$ cat src/rtl/next_pc_unit.sv
// Branch/jump resolution stage: updates the architectural PC, issues fetch
// redirects on taken transfers and traps on illegal or misaligned targets.
module next_pc_unit #(
    parameter int unsigned DATA_WIDTH = 64,
    parameter logic [DATA_WIDTH-1:0] RESET_PC = 'h8000_0000,
    parameter int unsigned IALIGN = 32,
    parameter int unsigned CNT_W = 32
) (
    input  logic                  clk,
    input  logic                  rst_n,
    input  logic                  in_valid_i,
    output logic                  in_ready_o,
    input  logic [DATA_WIDTH-1:0] pc_i,
    input  logic [DATA_WIDTH-1:0] alu_C_i,
    input  logic                  br_i,
    input  logic                  jal_i,
    input  logic                  jalr_i,
    input  logic [2:0]            brty_i,
    input  logic [DATA_WIDTH-1:0] imme_i,
    input  logic [DATA_WIDTH-1:0] rs1_i,
    output logic                  redirect_valid_o,
    output logic [DATA_WIDTH-1:0] redirect_pc_o,
    input  logic                  redirect_ready_i,
    output logic [DATA_WIDTH-1:0] pc_o,
    output logic                  link_valid_o,
    output logic [DATA_WIDTH-1:0] link_o,
    output logic                  exc_valid_o,
    output logic [1:0]            exc_cause_o,
    output logic [DATA_WIDTH-1:0] exc_tval_o,
    input  logic                  trap_clear_i,
    input  logic [DATA_WIDTH-1:0] trap_vec_i,
    output logic [CNT_W-1:0]      retire_cnt_o,
    output logic [CNT_W-1:0]      taken_cnt_o
);

    typedef enum logic [1:0] {
        RUN,
        HOLD,
        TRAP
    } state_t;

    localparam logic [2:0] BR_EQ  = 3'b000;
    localparam logic [2:0] BR_NE  = 3'b001;
    localparam logic [2:0] BR_LT  = 3'b100;
    localparam logic [2:0] BR_GE  = 3'b101;
    localparam logic [2:0] BR_LTU = 3'b110;
    localparam logic [2:0] BR_GEU = 3'b111;

    localparam logic [1:0] CAUSE_MISALIGN = 2'd0;
    localparam logic [1:0] CAUSE_ILLEGAL  = 2'd2;

    localparam logic [DATA_WIDTH-1:0] INSN_BYTES = DATA_WIDTH'(4);
    localparam logic [DATA_WIDTH-1:0] ONE        = DATA_WIDTH'(1);

    state_t                  state_q, state_n;
    logic [DATA_WIDTH-1:0]   pc_q, pc_n;
    logic                    rv_q, rv_n;
    logic [DATA_WIDTH-1:0]   rpc_q, rpc_n;
    logic                    lv_q, lv_n;
    logic [DATA_WIDTH-1:0]   link_q, link_n;
    logic                    ev_q, ev_n;
    logic [1:0]              cause_q, cause_n;
    logic [DATA_WIDTH-1:0]   tval_q, tval_n;
    logic [CNT_W-1:0]        retire_q, retire_n;
    logic [CNT_W-1:0]        taken_q, taken_n;

    logic                    accept;
    logic                    alu_zero;
    logic                    alu_one;
    logic                    br_cond;
    logic                    brty_bad;
    logic                    taken;
    logic                    is_link;
    logic                    illegal;
    logic                    misaligned;
    logic                    tgt_bad;
    logic [DATA_WIDTH-1:0]   seq_pc;
    logic [DATA_WIDTH-1:0]   rel_tgt;
    logic [DATA_WIDTH-1:0]   ind_sum;
    logic [DATA_WIDTH-1:0]   ind_tgt;
    logic [DATA_WIDTH-1:0]   target;

    assign in_ready_o = (state_q == RUN);
    assign accept     = in_valid_i & in_ready_o;

    assign alu_zero = (alu_C_i == '0);
    assign alu_one  = (alu_C_i == ONE);

    assign seq_pc  = pc_i + INSN_BYTES;
    assign rel_tgt = pc_i + imme_i;
    assign ind_sum = rs1_i + imme_i;
    assign ind_tgt = {ind_sum[DATA_WIDTH-1:1], 1'b0};

    always_comb begin
        br_cond  = 1'b0;
        brty_bad = 1'b0;
        unique case (brty_i)
            BR_EQ:  br_cond = alu_zero;
            BR_NE:  br_cond = ~alu_zero;
            BR_LT:  br_cond = alu_one;
            BR_GE:  br_cond = alu_zero;
            BR_LTU: br_cond = alu_one;
            BR_GEU: br_cond = alu_zero;
            default: brty_bad = 1'b1;
        endcase
    end

    // Flags may overlap; br outranks jal, which outranks jalr.
    always_comb begin
        target = seq_pc;
        taken  = 1'b0;
        priority case (1'b1)
            br_i: begin
                taken  = br_cond & ~brty_bad;
                target = taken ? rel_tgt : seq_pc;
            end
            jal_i: begin
                taken  = 1'b1;
                target = rel_tgt;
            end
            jalr_i: begin
                taken  = 1'b1;
                target = ind_tgt;
            end
            default: begin
                taken  = 1'b0;
                target = seq_pc;
            end
        endcase
    end

    assign is_link = ~br_i & (jal_i | jalr_i);
    assign illegal = br_i & brty_bad;

    generate
        if (IALIGN == 16) begin : g_align16
            assign tgt_bad = target[0];
        end else begin : g_align32
            assign tgt_bad = |target[1:0];
        end
    endgenerate

    assign misaligned = taken & tgt_bad;

    always_comb begin
        state_n  = state_q;
        pc_n     = pc_q;
        rv_n     = rv_q;
        rpc_n    = rpc_q;
        lv_n     = 1'b0;
        link_n   = link_q;
        ev_n     = ev_q;
        cause_n  = cause_q;
        tval_n   = tval_q;
        retire_n = retire_q;
        taken_n  = taken_q;
        unique case (state_q)
            RUN: begin
                if (accept) begin
                    if (illegal | misaligned) begin
                        state_n = TRAP;
                        ev_n    = 1'b1;
                        cause_n = illegal ? CAUSE_ILLEGAL
                                          : CAUSE_MISALIGN;
                        tval_n  = illegal ? pc_i : target;
                    end else begin
                        pc_n     = target;
                        retire_n = retire_q + CNT_W'(1);
                        if (is_link) begin
                            lv_n   = 1'b1;
                            link_n = seq_pc;
                        end
                        if (taken) begin
                            state_n = HOLD;
                            taken_n = taken_q + CNT_W'(1);
                            rv_n    = 1'b1;
                            rpc_n   = target;
                        end
                    end
                end
            end
            HOLD: begin
                if (rv_q & redirect_ready_i) begin
                    rv_n    = 1'b0;
                    state_n = RUN;
                end
            end
            TRAP: begin
                // The handler vector is trusted and loaded as-is.
                if (trap_clear_i) begin
                    ev_n    = 1'b0;
                    pc_n    = trap_vec_i;
                    rv_n    = 1'b1;
                    rpc_n   = trap_vec_i;
                    state_n = HOLD;
                end
            end
            default: state_n = RUN;
        endcase
    end

    always_ff @(posedge clk or negedge rst_n) begin
        if (!rst_n) begin
            state_q  <= RUN;
            pc_q     <= RESET_PC;
            rv_q     <= 1'b0;
            rpc_q    <= '0;
            lv_q     <= 1'b0;
            link_q   <= '0;
            ev_q     <= 1'b0;
            cause_q  <= '0;
            tval_q   <= '0;
            retire_q <= '0;
            taken_q  <= '0;
        end else begin
            state_q  <= state_n;
            pc_q     <= pc_n;
            rv_q     <= rv_n;
            rpc_q    <= rpc_n;
            lv_q     <= lv_n;
            link_q   <= link_n;
            ev_q     <= ev_n;
            cause_q  <= cause_n;
            tval_q   <= tval_n;
            retire_q <= retire_n;
            taken_q  <= taken_n;
        end
    end

    assign pc_o             = pc_q;
    assign redirect_valid_o = rv_q;
    assign redirect_pc_o    = rpc_q;
    assign link_valid_o     = lv_q;
    assign link_o           = link_q;
    assign exc_valid_o      = ev_q;
    assign exc_cause_o      = cause_q;
    assign exc_tval_o       = tval_q;
    assign retire_cnt_o     = retire_q;
    assign taken_cnt_o      = taken_q;

endmodule

$ cat config.mk
export PLATFORM = sky130hd
export DESIGN_NAME = next_pc_unit
export DESIGN_NICKNAME = d
export VERILOG_FILES = /design/src/rtl/next_pc_unit.sv
export SDC_FILE = /design/constraint.sdc
export NUM_CORES = 1
export LEC_CHECK = 0
export CAP_MARGIN = 15
export CORE_AREA = 2 2 255 257
export CTS_CLUSTER_SIZE = 28
export DETAILED_ROUTE_END_ITERATION = 10
export DIE_AREA = 0 0 257 259
export DONT_BUFFER_PORTS = 1
export SETUP_SLACK_MARGIN = 0.05
export SLEW_MARGIN = 20
export SYNTH_ARGS = -nofsm -noshare
export SYNTH_HDL_FRONTEND = slang
export SYNTH_SLANG_ARGS = --single-unit
$ cat constraint.sdc
create_clock -name clk -period 2.4 [get_ports clk]
set_clock_uncertainty 0.1 [all_clocks]
set_input_delay 0.24 -clock clk [delete_from_list [all_inputs] [get_ports clk]]
set_output_delay 0.24 -clock clk [all_outputs]
set_load 0.02 [all_outputs]
* Word level (Yosys, flattened, before mapping)
Cells that the tools add are included.
** Storage, ports and cells
- Flip-flop bits (word level) :: 327
- Input bits :: 331
- Output and inout bits :: 326
- Word-level logic and storage cells :: 99
** Operators by class
- Add/subtract/negate cells :: 5
- Equality and inequality tests :: 15
- Multiplexer cells :: 39
- Bitwise logic cells :: 11
- Reduce and logical (&&, ||, !) cells :: 18
** Operators by type and width (count)
- 64-bit two-way mux :: 11
- 64-bit case mux with 2 select lines :: 2
- 64-bit adder :: 2
- 32-bit by 1-bit adder with 32-bit output (second input constant) :: 2
- 64-bit by 3-bit adder with 64-bit output (second input constant) :: 1
- 64-bit by 1-bit equality test with 1-bit output (second input constant) :: 1
- 64-bit zero test :: 1
- 4-bit AND reduction :: 5
- 1-bit two-way mux :: 16
- 3-bit equality test (second input constant) :: 4
- 2-bit two-way mux :: 6
- 1-bit AND :: 6
- 2-bit by 1-bit != test with 1-bit output (second input constant) :: 3
- 2-bit != test (second input constant) :: 3
- 1-bit case mux with 3 select lines :: 2
- 2-bit case mux with 3 select lines :: 1
- 3-bit AND reduction :: 2
- 6-bit AND reduction :: 1
- 6-bit OR reduction :: 1
- 5-bit AND reduction :: 1
- 2-bit OR reduction :: 2
- 3-bit by 1-bit equality test with 1-bit output (second input constant) :: 1
- 3-bit zero test :: 1
- 3-bit by 1-bit != test with 1-bit output (second input constant) :: 1
- other kinds (9) :: 12

* Longest topological paths before layout
Gate-level depths: netlist (run 1).
- Word-level depth :: 12
- Depth in mapped cells :: 15
- Mapped depth without buffers :: 14

* Worst setup path before layout (run 1)
No wires, ideal clock.
- Path type :: input port to flip-flop
- Start :: input imme_i[1]
- End :: register pc_q[52] (netlist: pc_o[52])
- Setup time :: 0.121 ns
- Data arrival time :: 3.373 ns
- Data required time :: 2.179 ns
- Slack :: -1.194 ns
- Stages on the path :: 13
- Path buffers :: 0
- Cell sequence :: inv_1 fa_1 nand2b_1 a21oi_1 o31a_1 a221o_1 a31oi_1 o41ai_1 nand3_1 mux2_2 a2111oi_0 nand2_1 a22o_1
** Between the ends
- Cells in the longest elaborated chain, start to end :: 9
- Elaborated cells between the ends (all ways) :: 14
- Classes of those cells :: add/sub (2); eq/ne (1); mux (7); bitwise (2); reduce/logical (2)
** RTL lines
- start: declaration :: RTL line 19 : input logic [DATA_WIDTH-1:0] imme_i,
- 64-bit adder :: RTL line 91 : assign ind_sum = rs1_i + imme_i;
- 64-bit two-way mux (2 in a row) :: RTL line 112 : priority case (1'b1)
- 64-bit two-way mux (*) :: RTL line 112
- 2-bit OR reduction :: RTL line 139 : assign tgt_bad = |target[1:0];
- 1-bit AND :: RTL line 143 : assign misaligned = taken & tgt_bad;
- 1-bit bitwise OR :: RTL line 160 : if (illegal | misaligned) begin
- 2-bit != test (no line)
- 4-bit AND reduction (no line)
- end signal: assignment :: RTL line 217 : pc_q <= pc_n;
- end: declaration :: RTL line 56 : logic [DATA_WIDTH-1:0] pc_q, pc_n;
Mark *: on every way between the ends. The rest lies on a longest branch, timed or not. The select of a mux whose other input is x is not followed.
A chain may end at the register's enable or synchronous reset.

* Worst setup path in the final report (run 1)
- Start :: input alu_C_i[2]
- End :: register link_q[14] (netlist: link_o[14])
** Between the ends
- Cells in the longest elaborated chain, start to end :: 11
- Elaborated cells between the ends (all ways) :: 13
- Classes of those cells :: eq/ne (1); mux (4); bitwise (5); reduce/logical (3)
** RTL lines
- start: declaration :: RTL line 14 : input logic [DATA_WIDTH-1:0] alu_C_i,
- 64-bit zero test :: RTL line 86 : assign alu_zero = (alu_C_i == '0);
- 1-bit NOT :: RTL line 99 : BR_NE: br_cond = ~alu_zero;
- 1-bit case mux with 3 select lines (*) :: RTL line 97 : unique case (brty_i)
- 1-bit AND (*) :: RTL line 114 : taken = br_cond & ~brty_bad;
- 64-bit two-way mux :: RTL line 115 : target = taken ? rel_tgt : seq_pc;
- 64-bit two-way mux :: RTL line 112
- 2-bit OR reduction :: RTL line 139
- 1-bit AND (*) :: RTL line 143
- 1-bit bitwise OR (*) :: RTL line 160
- 1-bit NOT (no line) (*)
- 4-bit AND reduction (no line) (*)
- end signal: assignment :: RTL line 221 : link_q <= link_n;
- end: declaration :: RTL line 60 : logic [DATA_WIDTH-1:0] link_q, link_n;
Mark *: on every way between the ends. The rest lies on a longest branch, timed or not.

==> results.ini, run 1 <==
[outcome]
status = finished, violations left
violations = negative hold slack, negative setup slack

[floorplan]
rows = 93
start_util_pct = 37.41
ios = 657
coreArea_um2 = 63880
die_w_um = 257
fp.dieH_um = 259
die_area_um2 = 66560

[drt]
drt_first_iter_violations = 3037
vias = 28650
wl_per_cell_um = 29.48
ant_nets = 0
drc = 0
first_pass_iters = 10
routed_wl_um = 139400
viasPerCell = 6.060

[clock_network]
root_buffer = clkbuf_16
htreeDepth = 2
clk_latency_ps = 540
cts_buffer_depth = 3
numClockSinks = 326
cts_tree = yes
cts_buffers = 35
cts.clk_slew.worst_paths_ps = 60

[yosys]
yosysSeqAreaShare_pct = 34.14
synth_async_sr_flop_share_pct = 100.0
ys_ff_latch = 326
yosysUniqueCellTypes = 84
synthesis.nets = 3372
netlist_area_um2 = 23900
postSynthCellCount = 2911
synth_area_per_cell_um2 = 8.209
synth_enable_flop_cells = 0
ys_warn_count = 0
synthFlopType = dfrtp_1

[final_layout]
drive_gt1_share_pct = 39.84
regArea_um2 = 8159
finalInstanceArea_um2 = 38390
layout_common_cells = buf_4, dfrtp_1, nand2_1
nNetsFinal = 4305
layout.cells.most_common = buf_4
area_growth_pct = 60.67
nFillCells = 5501
layoutNonFillerInstCount = 4728
multi_input_area_um2 = 18120

[setup_path]
reg2regPathDepth = 11
crit_arrival_ps = 3490
cp.required_ps = 2710
cp-start-kind = primary input
worstSetupEndpointType = flop
criticalPathCategory = primary input to flop
cp_max_fo = 8

[sta]
tightest_slew_ps = 890.9
fmax_ghz = 0.3143
final-setup-viol-count = 326
rsz0062_at_grt = true
setup_slack_ps = -781.9
hold_slack_ps = -686.0
setup_tns_ps = -193560
finalHoldViolCount = 329
period_minus_slack_ps = 3182
max_slew_margin_pct = 40.61
fin_crit_sh_pct = 132.6
maxSlewViolCount = 0

[global_route]
grt_pass1_wl_um = 192800
grt_max_degree = 327
overflow = 0
antenna_found_initial = 8
grt_pass1_vias = 27870
grt_usage_pct = 39.08

[power]
p_int_mw = 17.13
power_leakage_nw = 17.45
pwr-share-seq_pct = 42.9
switchingPower_mw = 14.76
switching_share_pct = 46.28
comb_power_share_pct = 38.9
powerDensity_nw_per_um2 = 830.6
ir_drop_v = 0.0005320
clockPowerShare_pct = 18.1

[place]
hpwl_um = 104900
placed_area_um2 = 31510
dp_slack_ps = -1478
dp.cells = 4411
portBuffers = 0
globalplace.congestion = 1.039

[flow_run]
drv_cap = 0

[hold_path]
hp-class = primary input to async pin

-- routing by layer --
layer	vias up	GRT usage, %	part of all wire, %
li1	12470	-	-
met1	13920	50.56	39
met2	1788	59.55	43
met3	463	13.46	13
met4	16	15.99	5.9
met5	-	0	0.087
-- worst paths after layout --
path                                      to             from  slack, ps
hold / removal             redirect_pc_o[33]            rst_n       -690
setup reg to reg             taken_cnt_o[31]  taken_cnt_o[10]       -240
hold reg to reg                     pc_o[31]         pc_o[31]        440
min in group clk                  link_o[54]         pc_i[54]        -10
max in group asynchronous         link_o[28]            rst_n       2160
setup / recovery                  link_o[14]       alu_C_i[2]       -780
-- state kept, by name, indices dropped and copies added, names as in the netlist, 2 cells and up --
| signal | cells |
|---|---|
| exc_tval_o | 64 |
| link_o | 64 |
| pc_o | 64 |
| redirect_pc_o | 64 |
| retire_cnt_o | 32 |
| state_q | 2 |
| taken_cnt_o | 32 |
-- stage by stage --
stage          util [%]  total power [mW]  hold slack [ps]
4_1_cts           57.30             30.22           -711.2
6_report          60.10             31.89           -686.0
2_1_floorplan         -             17.16           -155.6
3_3_place_gp      49.32             22.36           -147.0
5_1_grt           60.09             32.95           -702.6
3_5_place_dp      49.32             22.60           -147.3
-- power groups by stage --
stage	clock, mW	combinational (mW)	sequential [mW]
3_3_place_gp	0	9.04	13.3
5_1_grt	5.99	13.2	13.8
2_1_floorplan	0	5.59	11.6
4_1_cts	5.79	11.1	13.3
3_5_place_dp	0	9.30	13.3
6_report	5.78	12.4	13.7
-- critical path, stage by stage --
cell	delay, ps
nor4_4	240
buf_4	150
nand4_1	210
or4_4	610
buf_6	160
mux2i_4	180
o22ai_2	140
a21o_1	190
or2_4	240
or4_4	590
buf_12	230
clkbuf_16	180
nand2_2	60
o21ai_1	60
-- cell usage after synthesis (17+ instances only) --
cell type | number | area [µm²]
nand2_1 | 441 | 1655
dfrtp_1 | 325 | 8133
a21oi_1 | 250 | 1251
o21ai_0 | 249 | 1246
nor2_1 | 240 | 900.9
xnor2_1 | 146 | 1279
clkbuf_1 | 143 | 536.8
ha_1 | 128 | 1602
nand4_1 | 90 | 563.0
xor2_1 | 82 | 718.2
nand3_1 | 72 | 360.4
mux2_2 | 64 | 720.7
a21o_1 | 62 | 465.5
nor3_1 | 49 | 245.2
inv_1 | 46 | 172.7
and3_1 | 41 | 256.5
a211oi_1 | 29 | 217.7
o21bai_1 | 29 | 217.7
o31ai_1 | 28 | 210.2
nor4_1 | 27 | 168.9
mux2i_1 | 26 | 260.3
o221ai_1 | 22 | 192.7
a31oi_1 | 18 | 112.6
and4_1 | 17 | 148.9
-- cell type report --
class                   instances  share of cell area [%]
diodes                          3                 0.01955
clock buffers                  52                   2.604
clock inverters                11                  0.4889
inverters                      47                  0.4693
multi-input cells            2375                   47.19
flip-flops and latches        326                   21.25
well taps                     855                   2.786
repair buffers               1059                   25.19
-- repair_timing --
item	CTS	global route
cloned	25	16
setup endpoints to repair	326	326
hold buffers	128	1
pin swaps	127	118
endpoints found under the hold margin	557	328
resized for setup	393	330
setup buffers	62	30
-- logic make-up after synthesis --
logic type                 count (synthesis)  synth area share [%]
xor gates and xnor gates                 228                 8.357
adders and majority gates                130                 6.870
other                                      1               0.01569
muxes                                     91                 4.199
buffers and inverters                    212                 3.435
DFF                                      326                 34.14
AOI/OAI and AO/OA                        854                 22.38
and+or+nand+nor                         1069                 20.59
Note: power is estimated with default switching activity, not from simulation.
==> inputs of run 2 (changes only) <==
--- a/config.mk
+++ b/config.mk
@@ -11,6 +11,7 @@
 export DETAILED_ROUTE_END_ITERATION = 10
 export DIE_AREA = 0 0 257 259
 export DONT_BUFFER_PORTS = 1
+export PLACE_DENSITY = 0.62
 export SETUP_SLACK_MARGIN = 0.05
 export SLEW_MARGIN = 20
 export SYNTH_ARGS = -nofsm -noshare
==> run 2 against run 1 <==
The run still ends with negative hold slack, negative setup slack left. Core utilization is 3.9 points higher. Cell count is 1.2% higher. Combinational power is 16% higher. Global-route usage is 2.1 points higher. Sequential power hardly changed. Critical path depth stayed put. Cell area is 6.5% higher. Sequential share of layout area is 1.3 points lower. Total power is 5.5% higher. Critical endpoint is now exc_tval_o[59]. Largest cell class unchanged.
==> results.ini, run 2 (synthesis gave the netlist of run 1 again) <==
[sta]
max_slew_margin_pct = 43.55  ; +2.9 points
rsz0062_at_grt = true
hold_slack_ps = -694.0  ; -8.000 ps
fin_crit_sh_pct = 127.4  ; -5.2 points
fmax_ghz = 0.3271  ; +4.1%
period_minus_slack_ps = 3058  ; -124.4 ps
maxSlewViolCount = 0  ; unchanged
final-setup-viol-count = 325  ; -0.31%
setup_slack_ps = -657.5  ; +124.4 ps
finalHoldViolCount = 326  ; -0.91%
tightest_slew_ps = 846.8  ; -44.10 ps

[clock_network]
root_buffer = clkbuf_16
cts_tree = yes
cts_buffer_depth = 3  ; unchanged
clk_latency_ps = 530  ; about the same
cts.clk_slew.worst_paths_ps = 70  ; about the same
htreeDepth = 2  ; unchanged
cts_buffers = 34  ; -2.9%
numClockSinks = 326  ; unchanged

[setup_path]
criticalPathCategory = primary input to flop
cp.required_ps = 2730  ; +20 ps
worstSetupEndpointType = flop
cp_max_fo = 3  ; -5
crit_arrival_ps = 3390  ; -100 ps
cp-start-kind = primary input

[global_route]
grt_max_degree = 327  ; unchanged
grt_pass1_wl_um = 202700  ; +5.1%
grt_usage_pct = 41.14  ; +2.1 points
antenna_found_initial = 6  ; -2
overflow = 0  ; unchanged
grt_pass1_vias = 29060  ; +4.2%

[place]
globalplace.congestion = 1.020  ; -1.9%
portBuffers = 0  ; unchanged
dp_slack_ps = -1437  ; +40.69 ps
hpwl_um = 104900  ; about the same
dp.cells = 4410  ; -0.023%

[floorplan]
fp.dieH_um = 259  ; unchanged
die_w_um = 257  ; unchanged
coreArea_um2 = 63880  ; unchanged
start_util_pct = 37.41  ; unchanged
die_area_um2 = 66560  ; unchanged
rows = 93  ; unchanged
ios = 657  ; unchanged

[drt]
first_pass_iters = 9  ; -1
drc = 0  ; unchanged
wl_per_cell_um = 30.41  ; +3.2%
ant_nets = 0  ; unchanged
drt_first_iter_violations = 3069  ; +1.1%
routed_wl_um = 145600  ; +4.4%
vias = 29530  ; +3.1%
viasPerCell = 6.170  ; +1.8%

[final_layout]
layout_common_cells = buf_4, dfrtp_1, nand2_1
area_growth_pct = 71.14
layoutNonFillerInstCount = 4786  ; +1.2%
nNetsFinal = 4363  ; +1.3%
drive_gt1_share_pct = 46.14  ; +6.3 points
layout.cells.most_common = buf_4

[hold_path]
hp-class = primary input to async pin

[flow_run]
drv_cap = 0  ; unchanged

[outcome]
status = finished, violations left
violations = negative hold slack, negative setup slack

[power]
ir_drop_v = 0.0005492  ; +3.2%
powerDensity_nw_per_um2 = 822.3  ; -1.0%
power_leakage_nw = 18.34  ; +5.1%

-- run 2: timing repair --
| action | CTS | global route |
|---|---|---|
| setup buffers | 103 | 70 |
| pin swaps | 250 | 193 |
| hold endpoints to repair | 557 | 330 |
| cloned | 46 | 1 |
| hold buffers | 131 | 2 |
| setup endpoints to repair | 326 | 326 |
| resized for setup | 788 | 426 |
-- run 2: final cells by class --
class	instances	area (µm²)
inverters	47	191.4
repair buffers	1119	10680
fillers	5042	22990
multi-input cells	2374	19710
flip-flops and latches	326	8159
clock inverters	9	73.82
clock buffers	52	999.7
diodes	4	10.01
well taps	855	1070
-- run 2: worst max-delay path, stage by stage --
cell and delay [ps]:
ha_4 240, and3_4 190, nand4_1 130, o21ai_4 240
buf_4 140, o21ai_2 80, or4bb_4 580, and3b_2 260
buf_6 120, or4_4 480, a31oi_4 220, nand2_2 120
a21o_1 170, a22o_1 170
-- run 2: metrics by stage --
step | cell area (µm²) | TNS [ps] | power (mW) | hold slack (ps) | utilization [%]
after floorplan | 25020 | -202780 | 17.16 | -155.6 | -
after global placement | 31430 | -339810 | 22.51 | -146.9 | 49.20
after global routing | 40890 | -179490 | 34.62 | -704.6 | 64.00
final | 40890 | -157340 | 33.63 | -694.0 | 64.01
after detailed placement | 31430 | -344140 | 22.76 | -145.6 | 49.20
after CTS | 38720 | -135460 | 31.44 | -700.6 | 60.62
-- run 2: path summary, 6_finish.rpt --
path | slack (ps) | start | to | cells after the start
worst max register to register | -520 | retire_cnt_o[5] | retire_cnt_o[31] | 7
worst max-delay path | -660 | rs1_i[6] | exc_tval_o[59] | 14
max in group asynchronous | 2200 | rst_n | link_o[57] | 0
worst min register to register | 470 | pc_o[31] | pc_o[31] | 2
min in group clk | 10 | pc_i[8] | link_o[9] | 4
worst min-delay path | -690 | rst_n | pc_o[12] | 0
-- run 2: metal layers --
metal  vias to the layer above  wire length (µm)  track usage, %
met2                      2065             62560           62.80
met4                        10              9785           21.33
met5                         -                79               0
met3                       532             19050           14.98
li1                      12590                 -               -
met1                     14330             54090           50.94
-- run 2: power breakdown --
| group | total (mW) | internal (mW) | switching, mW | leakage [nW] |
|---|---|---|---|---|
| Clock | 5.36 | 2.99 | 2.36 | 0.533 |
| Sequential | 13.9 | 7.60 | 6.27 | 4.12 |
| Combinational | 14.4 | 7.13 | 7.28 | 13.7 |
| Total | 33.6 | 17.7 | 15.9 | 18.3 |
